--- src/rtl/crp16_alu_divider_pkg.sv ---
// rtl/crp16_alu_divider_pkg.sv - shared encodings and helpers for the crp16 divider
package crp16_alu_divider_pkg;

  localparam logic [1:0] DIV_IDLE = 2'd0;
  localparam logic [1:0] DIV_RUN  = 2'd1;
  localparam logic [1:0] DIV_DONE = 2'd2;

  localparam logic [15:0] DIV_ZERO_Q = 16'hFFFF;
  localparam int          DIV_CNT_W  = 4;

  function automatic logic [15:0] neg16(input logic [15:0] v);
    return (~v) + 16'd1;
  endfunction

  // Unsigned magnitude of a two's-complement value; 0x8000 maps to 0x8000.
  function automatic logic [15:0] mag16(input logic [15:0] v);
    return v[15] ? neg16(v) : v;
  endfunction

endpackage

--- src/rtl/crp16_alu_adder.sv ---
// rtl/crp16_alu_adder.sv - 16-bit add/subtract unit; c_out=1 on subtract means no borrow
module crp16_alu_adder (
  input  logic [15:0] a,
  input  logic [15:0] b,
  input  logic        sub,
  output logic [15:0] sum,
  output logic        c_out
);

  logic [16:0] total;

  assign total        = {1'b0, a} + {1'b0, b ^ {16{sub}}} + {16'b0, sub};
  assign {c_out, sum} = total;

endmodule

--- src/rtl/crp16_alu_divider.sv ---
// rtl/crp16_alu_divider.sv - multi-cycle restoring divider, one trial subtraction per clock
module crp16_alu_divider
  import crp16_alu_divider_pkg::*;
#(
  parameter int WIDTH     = 16,
  parameter bit SIGNED_EN = 1'b1
) (
  input  logic             clock,
  input  logic             resetn,
  input  logic             start,
  input  logic             signed_op,
  input  logic [WIDTH-1:0] x,
  input  logic [WIDTH-1:0] y,
  output logic             busy,
  output logic             done,
  output logic [WIDTH-1:0] q_out,
  output logic [WIDTH-1:0] r_out,
  output logic             div_zero
);

  localparam logic [DIV_CNT_W-1:0] LAST_CNT = DIV_CNT_W'(WIDTH - 1);

  logic [1:0]           state;
  logic [DIV_CNT_W-1:0] cnt;
  logic [WIDTH-1:0]     rem;
  logic [WIDTH-1:0]     dvd;
  logic [WIDTH-1:0]     dvs;
  logic                 sq;
  logic                 sr;

  logic                 sgn;
  logic [WIDTH:0]       shifted;
  logic [WIDTH-1:0]     diff;
  logic                 c_out;
  logic                 success;
  logic [WIDTH-1:0]     rem_next;
  logic [WIDTH-1:0]     q_mag;

  assign sgn = SIGNED_EN && signed_op;

  // The 17th bit covers divisors >= 0x8000 whose shifted remainder overflows 16 bits.
  assign shifted  = {rem, dvd[WIDTH-1]};
  assign success  = shifted[WIDTH] | c_out;
  assign rem_next = success ? diff : shifted[WIDTH-1:0];
  assign q_mag    = {dvd[WIDTH-2:0], success};

  crp16_alu_adder u_trial (
    .a     (shifted[WIDTH-1:0]),
    .b     (dvs),
    .sub   (1'b1),
    .sum   (diff),
    .c_out (c_out)
  );

  assign busy = (state != DIV_IDLE);
  assign done = (state == DIV_DONE);

  always_ff @(posedge clock or negedge resetn) begin
    if (!resetn) begin
      state    <= DIV_IDLE;
      cnt      <= '0;
      rem      <= '0;
      dvd      <= '0;
      dvs      <= '0;
      sq       <= 1'b0;
      sr       <= 1'b0;
      q_out    <= '0;
      r_out    <= '0;
      div_zero <= 1'b0;
    end else begin
      case (state)
        DIV_IDLE: begin
          if (start) begin
            sq    <= sgn & (x[WIDTH-1] ^ y[WIDTH-1]);
            sr    <= sgn & x[WIDTH-1];
            dvs   <= sgn ? mag16(y) : y;
            rem   <= '0;
            cnt   <= '0;
            state <= DIV_RUN;
            // A zero divisor keeps the raw dividend so it can be returned as the remainder.
            if (y == '0) begin
              div_zero <= 1'b1;
              dvd      <= x;
            end else begin
              div_zero <= 1'b0;
              dvd      <= sgn ? mag16(x) : x;
            end
          end
        end
        DIV_RUN: begin
          if (div_zero) begin
            q_out <= DIV_ZERO_Q;
            r_out <= dvd;
            state <= DIV_DONE;
          end else begin
            rem <= rem_next;
            dvd <= q_mag;
            cnt <= cnt + 1'b1;
            if (cnt == LAST_CNT) begin
              q_out <= sq ? neg16(q_mag) : q_mag;
              r_out <= sr ? neg16(rem_next) : rem_next;
              state <= DIV_DONE;
            end
          end
        end
        DIV_DONE: state <= DIV_IDLE;
        default:  state <= DIV_IDLE;
      endcase
    end
  end

endmodule
--- config.mk ---
export PLATFORM = sky130hd
export DESIGN_NAME = crp16_alu_divider
export DESIGN_NICKNAME = d
export VERILOG_FILES = /design/src/rtl/crp16_alu_divider_pkg.sv /design/src/rtl/crp16_alu_adder.sv /design/src/rtl/crp16_alu_divider.sv
export SDC_FILE = /design/constraint.sdc
export NUM_CORES = 1
export LEC_CHECK = 0
export BUFFER_PORTS_ARGS = -buffer_cell sky130_fd_sc_hd__buf_2
export CAP_MARGIN = 15
export CORE_ASPECT_RATIO = 1.25
export CORE_MARGIN = 5
export CORE_UTILIZATION = 59
export DETAILED_ROUTE_END_ITERATION = 8
export PLACE_DENSITY_LB_ADDON = 0.05
export SYNTH_ARGS = -nofsm -noshare
export SYNTH_HDL_FRONTEND = slang
export SYNTH_SLANG_ARGS = --single-unit
--- constraint.sdc ---
create_clock -name clock -period 4.45 [get_ports clock]
set_input_delay 0.445 -clock clock [delete_from_list [all_inputs] [get_ports clock]]
set_output_delay 0.445 -clock clock [all_outputs]
set_load 0.01 [all_outputs]
==> impl_metrics.py, run 1 <==
metrics = {
    "grt": {
        "grt_max_degree": 50,
        "top_usage_layer": "met2",
        "grt_overflow_total": 0,
        "grtUsageMet1_pct": 33.7,
        "track_usage_pct": 27.7,
        "grt.met2_usage_pct": 48.7,
        "grt_pass1_vias": 5330,
        "met3_usage_pct": 4.32,
        "grt_first_pass_wirelength_um": 26700,
        "antenna_found_initial": 0,
    },
    "critical_path": {
        "worstPathArrival_ps": 4110,
        "crit_start": "dvd[15]",
        "crit_type": "register to register",
        "cp_slowest_cell": "or4_1",
        "start_kind": "register",
        "worstPathCellList": "inv_1 -> ha_1 -> fa_1 -> nand2b_1 -> a211oi_2 -> o21ai_0 -> a21oi_2 -> inv_1 -> or4_1 -> o31a_2 -> nor3_2 -> mux2i_1 -> nand3_1",
        "r2r-start": "dvd[15]",
        "crit_fanout": 14,
        "required_ps": 4670,
        "endpoint_kind": "register",
        "crit_top_cell": "inv_1",
        "critPathMaxStageDelay_ps": 570,
    },
    "drt": {
        "antenna_left": 0,
        "drtIter0Drc": 377,
        "vias": 5554,
        "wl_per_cell_um": 18.1,
        "post-route-drc-count": 0,
        "dr.pass1.iters": 5,
        "viasPerCell": 6.03,
        "drt-total-wl_um": 16700,
    },
    "synth": {
        "synth_cell_type_count": 66,
        "yosysTopAreaCell": "dfrtp_1",
        "yosysTopAreaCellShare_pct": 37.3,
        "postSynthCellCount": 733,
        "synth_nets": 791,
        "ys_ff_latch": 89,
        "async_reset_ff_share_pct": 100,
        "synth-seq-area-share_pct": 37.3,
        "ys.flop_type": "dfrtp_1",
        "synth-edff-count": 0,
        "postSynthAreaPerCell_um2": 8.15,
        "ys.warnings.count": 0,
        "netlist_area_um2": 5970,
        "yosys-top-cells-area": "dfrtp_1 37%, nand2_1 6.9%, o21ai_0 6.8%, a21oi_1 5.2%, xor2_1 5.0%",
    },
    "layout": {
        "drive_gt1_share_pct": 13.5,
        "multi_input_area_um2": 3500,
        "antennaDiodeCount": 0,
        "final_nets": 845,
        "fill_cells": 899,
        "regArea_um2": 2230,
        "postLayoutCellArea_um2": 6700,
        "syn2layout_area_growth_pct": 12.2,
    },
    "placed_design": {
        "hpwl_um": 12700,
        "postPlaceCellArea_um2": 6410,
        "routabilityCongestion": 0.989,
        "place.port_buffers": 70,
    },
    "clock_network": {
        "cts_root_buf": "clkbuf_16",
        "insertion_delay_ps": 340,
        "numCtsBuffers": 9,
        "postCtsSetupBuffers": 0,
        "clkTransAtPathRegs_ps": 70,
        "hold_buffers": 0,
        "cts_tree": "yes",
        "clkSinkCount": 89,
        "h-tree-depth": 3,
        "clockBufferDepth": 2,
        "cts_resized": 0,
    },
    "sta": {
        "clock_skew_ps": 9.34,
        "drv_slew": 0,
        "slew_headroom_pct": 33.9,
        "tightest_slew_ps": 987,
        "fin_setup_tns_ps": 0,
        "fin_crit_sh_pct": 87.5,
        "max_freq_mhz": 257,
        "rsz0062_at_grt": "no",
        "hold_violations": 0,
        "setup_viol": 0,
        "fin_crit_ps": 3890,
    },
    "worst_hold_path": {
        "hold_path.class": "input pin to async pin",
    },
    "floorplan": {
        "rows": 41,
        "dieArea_um2": 12200,
        "die_w_um": 100,
        "start_util_pct": 59.7,
        "ioPinCount": 71,
        "core_um2": 10000,
        "die_height_um": 122,
    },
    "power": {
        "ir_worst_vdd_mv": 0.758,
        "leakage_nw": 2.92,
        "power_density_nw_per_um2": 973,
    },
    "outcome": {
        "status": "completed",
    },
    "flow_run": {
        "maxCapViolCount": 0,
    },
}
-- critical path, delay by kind of cell, from the launching register on --
family / cells / cell delay, ps
simple gates: 4 / 1020
compound gates: 4 / 1050
fa+ha+maj: 2 / 650
flops: 1 / 420
buf+inv: 2 / 420
mux: 1 / 210
-- cells in the final DEF, fill, tap and decap left out, drive strengths merged, types with 7 or more instances in the layout --
cell,instances
or4,8
o31ai,9
or3,12
and3,7
nor3,12
buf,77
xor2,34
xnor2,29
dfrtp,89
mux2i,13
nand3,14
o21ai,85
o22ai,9
nand2,109
clkbuf,11
a21oi,63
ha,21
nor2,66
inv,31
-- sequential cells by signal, summed over array words and instances, names as in the netlist --
register and count:
sq 1, q_out 16, state 2, dvs 16, div_zero 1, cnt 4
dvd 16, sr 1, r_out 16, rem 16
-- cells by family after synthesis --
logic type / after synthesis / synth area share [%]
DFF: 89 / 37.3
and+or+nand+nor: 259 / 19.9
adders and majority gates: 22 / 4.73
xor gates and xnor gates: 63 / 9.24
AOI/OAI and AO/OA: 218 / 21.9
muxes: 16 / 2.74
buffers and inverters: 66 / 4.19
-- report_power, final --
group          switching [W]  leakage, nW  total, W  internal, W
sequential          0.000445         1.07   0.00164      0.00120
clock               0.000316        0.144  0.000750     0.000435
combinational        0.00249         1.70   0.00412      0.00164
-- cells in the mapped netlist (all sizes together) (7+ instances only) --
cell / count
nand2: 109
dfrtp: 89
o21ai: 85
nor2: 66
a21oi: 63
xor2: 34
inv: 30
xnor2: 29
clkbuf: 28
ha: 21
nand3: 14
mux2i: 13
nor3: 12
or3: 12
o22ai: 9
o31ai: 9
or4: 8
and3: 7
-- layout make-up --
type / count / share of cell area, %
Clock buffer: 11 / 3.47
Clock inverter: 5 / 0.803
Inverter: 32 / 1.79
Multi-Input combinational cell: 578 / 52.2
Sequential cell: 89 / 33.2
Tap cell: 129 / 2.41
Timing Repair Buffer: 77 / 6.05
-- per-layer routing --
layer  up-vias  routed length [um]
li1       2696                   -
met2       174                8450
met4         0                 623
met1      2651                6690
met5         -                   0
met3        33                 900
-- through the flow --
step           instances  hold slack [ps]  util, %  power (W)  setup slack (ps)
5_1_grt              921              191     67.0    0.00702               317
3_5_place_dp         905              472     64.1    0.00570               590
2_1_floorplan        733              149        -    0.00457               741
4_1_cts              921              145     67.0    0.00648               582
3_3_place_gp         905              466     64.1    0.00559               772
6_report             921              134     67.0    0.00652               557
-- worst paths after layout --
kind	cells past startpoint	end	slack (ps)
min in group clock	3	dvs[1]	380
max in group asynchronous	2	rem[8]	3330
worst min register to register	2	r_out[0]	480
worst min-delay path	1	q_out[4]	130
worst max-delay path	13	r_out[15]	560
worst max register to register	13	r_out[15]	560
No activity file was read; power rests on OpenSTA's default activity.
==> run 2, diff against run 1 <==
--- a/config.mk
+++ b/config.mk
@@ -9,9 +9,11 @@
 export CAP_MARGIN = 15
 export CORE_ASPECT_RATIO = 1.25
 export CORE_MARGIN = 5
-export CORE_UTILIZATION = 59
+export CORE_UTILIZATION = 60
+export CTS_CLUSTER_SIZE = 12
 export DETAILED_ROUTE_END_ITERATION = 8
 export PLACE_DENSITY_LB_ADDON = 0.05
 export SYNTH_ARGS = -nofsm -noshare
 export SYNTH_HDL_FRONTEND = slang
+export SYNTH_HIERARCHICAL = 1
 export SYNTH_SLANG_ARGS = --single-unit
==> run 2 against run 1 <==
Compared with the run above: hold slack about the same; design area rose by 3.9%; register-to-register slack worse by 420 ps.
==> impl_metrics.py, run 2 <==
metrics = {
    "drt": {
        "antenna_left": 0,
        "dr.pass1.iters": 8,
        "viasPerCell": 6.23,
        "vias": 5748,
        "drtIter0Drc": 358,
        "wl_per_cell_um": 18.4,
        "drt-total-wl_um": 17000,
        "post-route-drc-count": 0,
    },
    "layout": {
        "most-common-layout-cells": "89 x dfrtp_1, 81 x nand2_1, 76 x nor2_1, 69 x buf_2, 65 x a21oi_1",
        "regArea_um2": 2230,
        "drive_gt1_share_pct": 15.7,
        "fin_util_pct": 68.9,
        "multi_input_area_um2": 3730,
        "final_nets": 847,
        "syn2layout_area_growth_pct": 12.6,
        "final_common_cell": "dfrtp_1",
        "fill_cells": 836,
        "antennaDiodeCount": 0,
    },
    "synth": {
        "synth_fa_ha_area_share_pct": 4.57,
        "ys.flop_type": "dfrtp_1",
        "synth.area.mux_share_pct": 3.91,
        "postSynthCellCount": 736,
        "synthSimpleGateAreaFrac_pct": 19.6,
        "yosys-top-cells-area": "dfrtp_1 36%, xor2_1 6.8%, a21oi_1 5.3%, nand2_1 4.9%, o21ai_0 4.8%",
        "synth-compound-area-share_pct": 20.7,
        "ys.warnings.count": 6,
        "ys_ff_latch": 89,
        "yosysTopAreaCellShare_pct": 36.0,
        "netlist_top_cells_count": "89 x dfrtp_1, 81 x nand2_1, 77 x nor2_1",
        "netlist_area_um2": 6180,
        "yosysTopAreaCell": "dfrtp_1",
        "synth.most_common_cell": "dfrtp_1",
        "synth-seq-area-share_pct": 36.0,
        "async_reset_ff_share_pct": 100,
        "synth_top_family_by_area": "compound AO/OA/AOI/OAI gates",
        "synth_nets": 794,
        "synth_cell_type_count": 69,
        "synthXorXnorAreaFrac_pct": 11.0,
        "synth-edff-count": 0,
        "postSynthAreaPerCell_um2": 8.40,
    },
    "sta": {
        "drv_slew": 0,
        "fin_crit_ps": 4310,
        "setup_viol": 0,
        "clock_skew_ps": 5.92,
        "fin_crit_sh_pct": 96.8,
        "slew_headroom_pct": 47.5,
        "holdWs_ps": 135,
        "max_freq_mhz": 232,
        "hold_violations": 0,
        "tightest_slew_ps": 787,
    },
    "critical_path": {
        "crit_top_cell": "mux2i_4",
        "path_buf_inv": 1,
        "cp_slowest_cell": "dfrtp_1",
        "cp_top_family": "compound AO/OA/AOI/OAI gates",
        "crit_type": "register to register",
        "start_kind": "register",
        "worstPathCellList": "mux2i_4 -> fa_2 -> nor2b_4 -> o31a_1 -> o21a_4 -> o211ai_4 -> nand4_1 -> a31o_2 -> or2_1 -> inv_4 -> mux2i_4 -> ha_2 -> nand2b_1 -> o21ai_0 -> nor4_1 -> mux2_1 -> o21ai_1",
        "crit_fanout": 8,
        "critPathMaxStageDelay_ps": 450,
        "endpoint_kind": "register",
        "worstPathArrival_ps": 4560,
        "required_ps": 4700,
    },
    "worst_hold_path": {
        "hold_path.class": "input pin to async pin",
    },
    "clock_network": {
        "clockBufferDepth": 2,
        "cts_tree": "yes",
        "h-tree-depth": 3,
        "insertion_delay_ps": 340,
        "cts_root_buf": "clkbuf_16",
        "clkTransAtPathRegs_ps": 60,
        "numCtsBuffers": 9,
        "clkSinkCount": 89,
    },
    "floorplan": {
        "start_util_pct": 61.2,
        "ioPinCount": 71,
        "die_height_um": 124,
        "rows": 41,
        "dieArea_um2": 12400,
        "core_um2": 10100,
        "die_w_um": 101,
    },
    "grt": {
        "grtUsageMet1_pct": 33.5,
        "top_usage_layer": "met2",
        "grt_pass1_vias": 5502,
        "grt_max_degree": 50,
        "grt_overflow_total": 0,
        "met3_usage_pct": 5.14,
        "track_usage_pct": 27.7,
        "grt.met2_usage_pct": 47.6,
        "antenna_found_initial": 0,
        "grt_first_pass_wirelength_um": 27100,
    },
    "flow_run": {
        "maxCapViolCount": 0,
    },
    "outcome": {
        "status": "completed",
    },
    "placed_design": {
        "place.port_buffers": 70,
        "routabilityCongestion": 0.890,
        "hpwl_um": 12800,
    },
}
run 2: layer usage:
layer | vias to the layer above | wire length [um] | part of all wire [%]
met3 | 35 | 924 | 5.4
li1 | 2733 | - | -
met2 | 222 | 8580 | 51
met5 | - | 0 | 0
met1 | 2758 | 6850 | 40
met4 | 0 | 624 | 3.7
run 2: layout make-up:
type	instances	area share [%]
Tap cell	129	2.32
Timing Repair Buffer	86	6.85
Inverter	15	0.845
Clock inverter	4	0.737
Sequential cell	89	32.0
Clock buffer	12	3.68
Multi-Input combinational cell	588	53.6
run 2: path summary, 6_finish.rpt:
kind                       cells after the start       from  slack [ps]        end
setup reg to reg                              17     dvs[0]         140  r_out[14]
hold / removal                                 1     resetn         130   q_out[4]
setup / recovery                              17     dvs[0]         140  r_out[14]
max in group asynchronous                      2     resetn        3320  r_out[15]
min in group clock                             3  signed_op         400         sq
hold reg to reg                                1   r_out[5]         490   r_out[5]
run 2: kinds of logic (layout without fill, tap and decap cells):
kind of cell / count (synthesis) / count (layout)
buffers and inverters: 59 / 117
adders and majority gates: 22 / 22
xor gates and xnor gates: 78 / 78
muxes: 22 / 22
AOI/OAI and AO/OA: 207 / 207
other: 1 / 1
and+or+nand+nor: 258 / 258
DFF: 89 / 89
run 2: timing repair:
action                     CTS  global route
hold buffers                 0             0
hold endpoints to repair     0             0
gates resized for setup      0             4
setup endpoints to repair    0             1
setup buffers                0             2
run 2: per-stage QoR:
| stage | TNS (ps) | instance area, um^2 | setup WS [ps] | std cells |
|---|---|---|---|---|
| after global placement | 0 | 6610 | 266 | 904 |
| final | 0 | 6960 | 141 | 923 |
| after global routing | -15.2 | 6960 | -15.2 | 923 |
| after floorplan | 0 | 6190 | 48.9 | 736 |
| after detailed placement | 0 | 6610 | 86.1 | 904 |
| after CTS | 0 | 6920 | 50.3 | 920 |
Power of run 2 is not shown: default switching activity piles up to over one toggle a cycle in this logic, so the estimate is an artifact.
